[src/rtl/wb_grf_pkg.sv]
// Shared decode constants and helpers for the W stage: opcodes, write-back
// source selection and load-type encoding.
package wb_grf_pkg;

  localparam logic [5:0] OP_SPECIAL = 6'h00;
  localparam logic [5:0] OP_JAL     = 6'h03;
  localparam logic [5:0] OP_LB      = 6'h20;
  localparam logic [5:0] OP_LH      = 6'h21;
  localparam logic [5:0] OP_LW      = 6'h23;
  localparam logic [5:0] OP_LBU     = 6'h24;
  localparam logic [5:0] OP_LHU     = 6'h25;
  localparam logic [5:0] FN_JALR    = 6'h09;

  localparam int NUM_REGS = 32;

  typedef enum logic [1:0] {
    WD_ALU = 2'd0,
    WD_DM  = 2'd1,
    WD_PC8 = 2'd2
  } wd_sel_t;

  typedef enum logic [2:0] {
    LD_W  = 3'd0,
    LD_B  = 3'd1,
    LD_BU = 3'd2,
    LD_H  = 3'd3,
    LD_HU = 3'd4
  } ld_type_t;

  typedef struct packed {
    wd_sel_t  wd_sel;
    ld_type_t ld_type;
  } wb_ctrl_t;

  // Decode only needs opcode and funct; the rest of the word is irrelevant here.
  function automatic wb_ctrl_t wb_decode(input logic [5:0] op, input logic [5:0] fn);
    wb_ctrl_t c;
    c.wd_sel  = WD_ALU;
    c.ld_type = LD_W;
    case (op)
      OP_LW:  begin c.wd_sel = WD_DM; c.ld_type = LD_W;  end
      OP_LB:  begin c.wd_sel = WD_DM; c.ld_type = LD_B;  end
      OP_LBU: begin c.wd_sel = WD_DM; c.ld_type = LD_BU; end
      OP_LH:  begin c.wd_sel = WD_DM; c.ld_type = LD_H;  end
      OP_LHU: begin c.wd_sel = WD_DM; c.ld_type = LD_HU; end
      OP_JAL: c.wd_sel = WD_PC8;
      OP_SPECIAL: if (fn == FN_JALR) c.wd_sel = WD_PC8;
      default: c.wd_sel = WD_ALU;
    endcase
    return c;
  endfunction

endpackage

[src/rtl/wb_load_ext.sv]
// Sub-word load extractor: picks the addressed byte/halfword from an aligned
// data-memory word and sign- or zero-extends it.
module wb_load_ext
  import wb_grf_pkg::*;
(
  input  logic [1:0]  offset,
  input  ld_type_t    ld_type,
  input  logic [31:0] word,
  output logic [31:0] ext
);

  logic [7:0]  lane_byte [4];
  logic [15:0] lane_half [2];
  logic [7:0]  sel_byte;
  logic [15:0] sel_half;

  genvar gi;
  generate
    for (gi = 0; gi < 4; gi++) begin : g_byte
      assign lane_byte[gi] = word[8*gi +: 8];
    end
    for (gi = 0; gi < 2; gi++) begin : g_half
      assign lane_half[gi] = word[16*gi +: 16];
    end
  endgenerate

  // Halfword lane ignores offset[0]; misaligned halfwords never reach W.
  assign sel_byte = lane_byte[offset];
  assign sel_half = lane_half[offset[1]];

  always_comb begin
    ext = word;
    case (ld_type)
      LD_B:    ext = {{24{sel_byte[7]}}, sel_byte};
      LD_BU:   ext = {24'h0, sel_byte};
      LD_H:    ext = {{16{sel_half[15]}}, sel_half};
      LD_HU:   ext = {16'h0, sel_half};
      default: ext = word;
    endcase
  end

endmodule

[src/rtl/wb_grf.sv]
// W stage: write-back value selection, 31-entry register file with
// same-cycle write-through on both read ports, and the debug trace.
module wb_grf
  import wb_grf_pkg::*;
#(
  parameter logic [31:0] RESET_VALUE = 32'h0000_0000
) (
  input  logic        clk,
  input  logic        reset,
  input  logic [31:0] W_Instr,
  input  logic [31:0] W_PC,
  input  logic [31:0] W_PCplus8,
  input  logic [4:0]  W_A3,
  input  logic [31:0] W_ALUOut,
  input  logic [31:0] W_DMData,
  input  logic [4:0]  D_A1,
  input  logic [4:0]  D_A2,
  output logic [31:0] D_RD1,
  output logic [31:0] D_RD2,
  output logic [31:0] W_WD,
  output logic        W_WE,
  output logic [31:0] W_TracePC,
  output logic [4:0]  W_TraceReg,
  output logic [31:0] W_TraceData
);

  wb_ctrl_t    ctrl;
  logic [31:0] load_data;
  logic [31:0] regs [1:NUM_REGS-1];

  assign ctrl = wb_decode(W_Instr[31:26], W_Instr[5:0]);

  wb_load_ext u_load_ext (
    .offset  (W_ALUOut[1:0]),
    .ld_type (ctrl.ld_type),
    .word    (W_DMData),
    .ext     (load_data)
  );

  always_comb begin
    W_WD = W_ALUOut;
    case (ctrl.wd_sel)
      WD_DM:   W_WD = load_data;
      WD_PC8:  W_WD = W_PCplus8;
      default: W_WD = W_ALUOut;
    endcase
  end

  assign W_WE = (W_A3 != 5'd0) && (W_Instr != 32'd0);

  // Async reset takes priority, so a write coinciding with reset is dropped.
  always_ff @(posedge clk or negedge reset) begin
    if (!reset) begin
      for (int i = 1; i < NUM_REGS; i++) begin
        regs[i] <= RESET_VALUE;
      end
    end else begin
      for (int i = 1; i < NUM_REGS; i++) begin
        if (W_WE && (W_A3 == 5'(i))) begin
          regs[i] <= W_WD;
        end
      end
    end
  end

  logic [4:0]  rd_addr [2];
  logic [31:0] rd_data [2];

  assign rd_addr[0] = D_A1;
  assign rd_addr[1] = D_A2;
  assign D_RD1      = rd_data[0];
  assign D_RD2      = rd_data[1];

  genvar gi;
  generate
    for (gi = 0; gi < 2; gi++) begin : g_rd
      logic [31:0] stored;

      always_comb begin
        stored = 32'd0;
        for (int i = 1; i < NUM_REGS; i++) begin
          if (rd_addr[gi] == 5'(i)) begin
            stored = regs[i];
          end
        end
      end

      // Write-through lets D read a value W is retiring in this very cycle.
      always_comb begin
        rd_data[gi] = stored;
        if (rd_addr[gi] == 5'd0) begin
          rd_data[gi] = 32'd0;
        end else if (W_WE && (rd_addr[gi] == W_A3)) begin
          rd_data[gi] = W_WD;
        end
      end
    end
  endgenerate

  assign W_TracePC   = W_WE ? W_PC : 32'd0;
  assign W_TraceReg  = W_WE ? W_A3 : 5'd0;
  assign W_TraceData = W_WE ? W_WD : 32'd0;

endmodule

[config.mk]
export PLATFORM = sky130hd
export DESIGN_NAME = wb_grf
export DESIGN_NICKNAME = d
export VERILOG_FILES = /design/src/rtl/wb_grf_pkg.sv /design/src/rtl/wb_load_ext.sv /design/src/rtl/wb_grf.sv
export SDC_FILE = /design/constraint.sdc
export NUM_CORES = 2
export LEC_CHECK = 0
export ABC_AREA = 1
export CORE_MARGIN = 2
export CORE_UTILIZATION = 30
export CTS_CLUSTER_DIAMETER = 40
export DETAILED_ROUTE_END_ITERATION = 8
export PLACE_DENSITY_LB_ADDON = 0.25
export SYNTH_ARGS = -nofsm -noshare
export SYNTH_HDL_FRONTEND = slang
export SYNTH_SLANG_ARGS = --single-unit
[constraint.sdc]
create_clock -name clk -period 3.57 [get_ports clk]
set_clock_uncertainty 0.1 [all_clocks]
set_input_delay 0.714 -clock clk [delete_from_list [all_inputs] [get_ports clk]]
set_output_delay 0.714 -clock clk [all_outputs]
set_load 0.01 [all_outputs]
After elaboration in Yosys (flattened, before gate mapping)
Cells that the tools add are included.
- flip-flop bits (word level): 992
- output and inout bits: 166
- equal/unequal tests: 108
- bitwise logic cells: 2
- reduce and logical (&&, ||, !) cells: 40
- multiplexer cells: 80
- order comparisons: 2
- operators by type and width (cell ; number):
    $mux 32 ; 68
    $eq 5x5->1 const B ; 48
    $pmux 32 s4 ; 1
    $eq 5x4->1 const B ; 24
    $pmux 32 s2 ; 1
    $eq 5x3->1 const B ; 12
    $mux 16 ; 3
    $logic_and 1x1->1 ; 34
    $reduce_bool 32->1 ; 1
    $eq 5x2->1 const B ; 6
    $eq 6x6->1 const B ; 5
    $bmux 8 s2 ; 1
    $mux 8 ; 2
    $eq 5x1->1 const B ; 3
    $pmux 3 s4 ; 1
    $eq 5x5->1 ; 2
    $logic_not 5->1 ; 2
    $eq 3x2->1 const B ; 2
    $eq 6x2->1 const B ; 1
    $eq 6x4->1 const B ; 1
    $logic_not 6->1 ; 1
    $pmux 2 s3 ; 1
    $mux 5 ; 1
    $reduce_bool 5->1 ; 1
    other kinds (10) ; 10

Logic depth before layout (Yosys ltp)
- depth after elaboration: 34
- depth in mapped cells: 25
- mapped depth without buffers: 24

By module
A second synthesis with hierarchy kept.
- cell total of the unflattened synthesis: 7886
- area, all modules: 54557.3 um^2
- modules (own cells, without submodules) (module ; area an instance (um^2) ; instances ; cells an instance):
    wb_grf ; 53483.8 ; 1 ; 7654
    wb_load_ext ; 1073.5 ; 1 ; 232

Worst setup path after synthesis
Ideal clock, no wire load.
- kind: in2out
- from: input port W_Instr[29]
- to: output port D_RD1[20]
- setup slack: -133 ps
- stages: 16
- data arrival time: 2889 ps
- path through: nor2_1 -> inv_1 -> nor2_1 -> inv_1 -> o21bai_1 -> and2_1 -> inv_1 -> ha_1 -> clkbuf_1 -> clkbuf_1 -> a21oi_1 -> o21ai_0 -> o21ai_0 -> inv_1 -> nor2_1 -> a21oi_1
- word-level cells in the longest chain between the ends: 7
- ends and longest elaborated chain (element ; RTL line ; RTL):
    start: declaration ; wb_grf.sv:10 ; input logic [31:0] W_Instr,
    $eq 6x6->1 ; wb_grf_pkg.sv:40 ; case (op)
    $pmux 3 s4 / $reduce_or 5->1 (equally long branches) ; - ;
    $eq 3x3->1 (tied with other cells) ; wb_load_ext.sv:33 ; case (ld_type)
    $pmux 32 s4 (tied with other cells) ; wb_load_ext.sv:33 ;
    $pmux 32 s2 (*) ; wb_grf.sv:42 ; case (ctrl.wd_sel)
    via W_WD[20] ; wb_grf.sv:20 ; output logic [31:0] W_WD,
    $mux 32 (*) ; wb_grf.sv:93 ; end else if (W_WE && (rd_addr[gi] == W_A3)) begin
    $mux 32 (*) ; wb_grf.sv:91 ; if (rd_addr[gi] == 5'd0) begin
    end: declaration ; wb_grf.sv:18 ; output logic [31:0] D_RD1,
Mark *: on every way through the listed nets, which the timed path passes. The rest lies on a longest branch.

Worst setup path in the final report
- from: register regs[937] in the netlist's numbering
- to: output port D_RD1[9]
- word-level cells in the longest chain between the ends: 32
- ends and longest elaborated chain (element ; RTL line ; RTL):
    start: declaration ; wb_grf.sv:29 ; logic [31:0] regs [1:NUM_REGS-1];
    start signal: indexed assignment ; wb_grf.sv:55 ; regs[i] <= RESET_VALUE;
    start signal: indexed assignment ; wb_grf.sv:60 ; regs[i] <= W_WD;
    $mux 32 (30 in a row) ; wb_grf.sv:82 ; if (rd_addr[gi] == 5'(i)) begin
    $mux 32 ; wb_grf.sv:93 ;
    $mux 32 ; wb_grf.sv:91 ;
Every way passes these cells.

==> results.sh <==
export IMPL_tritoncts="built"
export IMPL_grt_pass1_vias=56654
export IMPL_dp_slack_ns=-2.84
export IMPL_max_stage_delay_ns=0.44
export IMPL_setup_viol=128
export IMPL_ios=343
export IMPL_cts_root_buffer="clkbuf_16"
export IMPL_synth_area_top_cells="dfrtp_1 46%, nand2_1 19%, o21ai_0 11%, nor2_1 6.4%, nand4_1 5.1%"
export IMPL_dp_cells=10905
export IMPL_synth_common_cells="2783 x nand2_1, 1127 x o21ai_0, 992 x dfrtp_1, 917 x nor2_1, 573 x inv_1"
export IMPL_drt_iter0_markers=7360
export IMPL_drv_slew=0
export IMPL_worst_setup_path_start_kind="flop"
export IMPL_final_hold_viol_count=0
export IMPL_crit_path_max_fanout=2
export IMPL_fin_tns_setup_ns=-96.51
export IMPL_synth_top_flop_cell="dfrtp_1"
export IMPL_wl_per_cell_um=23.0
export IMPL_ant_nets=0
export IMPL_clock_path_buffers=3
export IMPL_final_instance_count_excl_fill=11476
export IMPL_vias=59788
export IMPL_yosys_warnings=0
export IMPL_cp_common_cell="nand4_1"
export IMPL_async_reset_ff_frac=1.00
export IMPL_leakagePower_nw=37.2
export IMPL_grt_max_degree=119
export IMPL_finalPower_mw=39.8
export IMPL_netlist_cell_type_count=38
export IMPL_timing_hold_ws_ns=0.350
export IMPL_pwr_density_cell_nw_per_um2=499
export IMPL_max_cap_violations=0
export IMPL_dieArea_um2=182000
export IMPL_outcome="finished with violations"
export IMPL_synth_edf_count=0
export IMPL_clk_pin_slew_ns=0.06
export IMPL_worst_slew_pin_slew_ns=0.875
export IMPL_worstSkewPairLatency_ns=0.80
export IMPL_drive_gt1_frac=0.282
export IMPL_syn_instance_count=7791
export IMPL_synth_top_area_share=0.462
export IMPL_antenna_found_initial=5
export IMPL_critPathBufInv=3
export IMPL_via_per_inst=5.21
export IMPL_place_congestion=0.974
export IMPL_cts_inserted_buffers=150
export IMPL_postLayoutCellArea_um2=79900
export IMPL_crit_chain="buf_6, nand3_2, nand2_2, nor2_4, nand4_1, nand2_2, nand4_1, nand2_2, nand4_1, nor2_1, nand4_1, nor2_2, nand4_1, buf_6, nor2_4, nand4_1, nor2_2, nand4_1, nor2_1, nor2_1, buf_2"
export IMPL_fin_ws_ns=-1.43
export IMPL_hpwl_um=186000
export IMPL_dpl_cell_area_um2=67700
export IMPL_cpLargestDelayFamily="simple AND/OR/NAND/NOR gates"
export IMPL_fillers=17517
export IMPL_start_util=0.301
export IMPL_biggestRegsByFlops="regs (992)"
export IMPL_grt_first_pass_wirelength_um=384000
export IMPL_cts_sinks=992
export IMPL_largest_reg_flops=992
export IMPL_ys_seq_elements=992
export IMPL_grt_overflow_total=0
export IMPL_path_class="reg -> out"
export IMPL_row_count=155
export IMPL_max_slew_margin=0.416
export IMPL_synthesis_nets=7970
export IMPL_synth_area_um2=53700
export IMPL_largest_register="regs"
export IMPL_ir_drop_uv=454
export IMPL_fin_crit_sh=1.40
export IMPL_numPortBuffers=342
export IMPL_yosys_area_top_type="dfrtp_1"
export IMPL_yosysMostFrequentCell="nand2_1"
export IMPL_hold_class="in -> async"
export IMPL_seq_area_frac_synth=0.462
export IMPL_final_core_util=0.449
export IMPL_route_detailed_drc=0
export IMPL_final_nets=9185
export IMPL_end_kind="primary output"
export IMPL_die_h_um=427
export IMPL_crit_arrival_ns=4.19
export IMPL_dr_pass1_iters=6
export IMPL_worstPathRequired_ns=2.76
export IMPL_track_usage=0.284
export IMPL_die_w_um=427
export IMPL_cts_max_level=4
export IMPL_coreArea_um2=178000
export IMPL_clock_fmax_mhz=200
export IMPL_min_period_ns=5.00
export IMPL_routed_wl_um=264000
export IMPL_area_delta_synth_final_pct=48.9
export IMPL_synth_avg_cell_area_um2=6.89
export IMPL_failed_checks="setup timing"
export IMPL_rsz0062_at_grt="yes"
export IMPL_cp_slowest_cell="dfrtp_1"
[area by class of cell]
type,count,area [µm²],area share
inverter,589,2450,0.0307
tap,2355,2950,0.0369
timing repair buffer,1580,16500,0.206
clock buffer,190,4180,0.0523
clock inverter,75,838,0.0105
timing repair inverter,1,6.26,0.0000783
sequential,992,24800,0.311
multi-input combinational,5692,28200,0.352
antenna,2,5.00,0.0000626
[timing repair]
action,CTS,global route
cloned,23,1
buffers inserted,300,99
setup endpoints to repair,240,164
endpoints found under the hold margin,20,0
gates resized for setup,1851,515
pin swaps,845,865
hold buffers,1,0
[power breakdown]
part	internal [mW]	leakage, nW	switching (mW)
logic	3.66	22.2	5.36
registers	13.8	12.6	2.10
clock network	9.08	2.41	5.84
[metal layers]
| metal | routed length (µm) | up-vias | global-route usage |
|---|---|---|---|
| met1 | 112000 | 29040 | 0.390 |
| met2 | 116000 | 2820 | 0.430 |
| met3 | 22400 | 520 | 0.0517 |
| met4 | 13800 | 2 | 0.138 |
| met5 | 13 | - | 0 |
| li1 | - | 27406 | - |
[kinds of logic (layout without fill, tap and decap cells)]
group                      count (synthesis)  in the layout  share of synthesized area
AOI/OAI and AO/OA                       1317           1317                      0.124
xor gates and xnor gates                   4              4                   0.000653
adders and majority gates                  2              2                   0.000466
buffers and inverters                   1111           2435                     0.0786
DFF                                      992            992                      0.462
other                                      0              2                          0
and+or+nand+nor                         4365           4369                      0.333
[worst paths after layout]
kind | startpoint | to | slack, ns | cells past startpoint
min | reset | regs[291] | 0.35 | 2
min reg2reg | regs[793] | regs[793] | 0.38 | 2
min in group clk | regs[793] | regs[793] | 0.38 | 2
max reg2reg | regs[936] | regs[936] | 2.51 | 4
max | regs[937] | D_RD1[9] | -1.43 | 21
max in group asynchronous | reset | regs[936] | 1.88 | 3
[placed cells by master (no fill, tap or decap), types with 16 or more instances in the layout]
master,instances
a21oi_1,51
nand4_1,434
nor2_4,90
a21oi_2,71
inv_6,24
buf_8,49
buf_2,79
buf_4,757
dlygate4sd2_1,18
o211ai_1,22
inv_4,24
clkbuf_8,17
nand3_2,50
inv_2,28
clkbuf_16,157
buf_12,211
nand2_2,178
dfrtp_1,992
nand2_1,2570
buf_6,305
nand3_1,65
nand2_4,32
nor2_2,205
or2_2,75
clkbuf_1,18
clkdlybuf4s50_1,124
o21ai_4,38
nor2_1,628
clkinvlp_4,22
o21ai_0,1079
inv_1,505
a21oi_4,24
o21ai_2,16
Note: power is estimated with default switching activity, not from simulation.
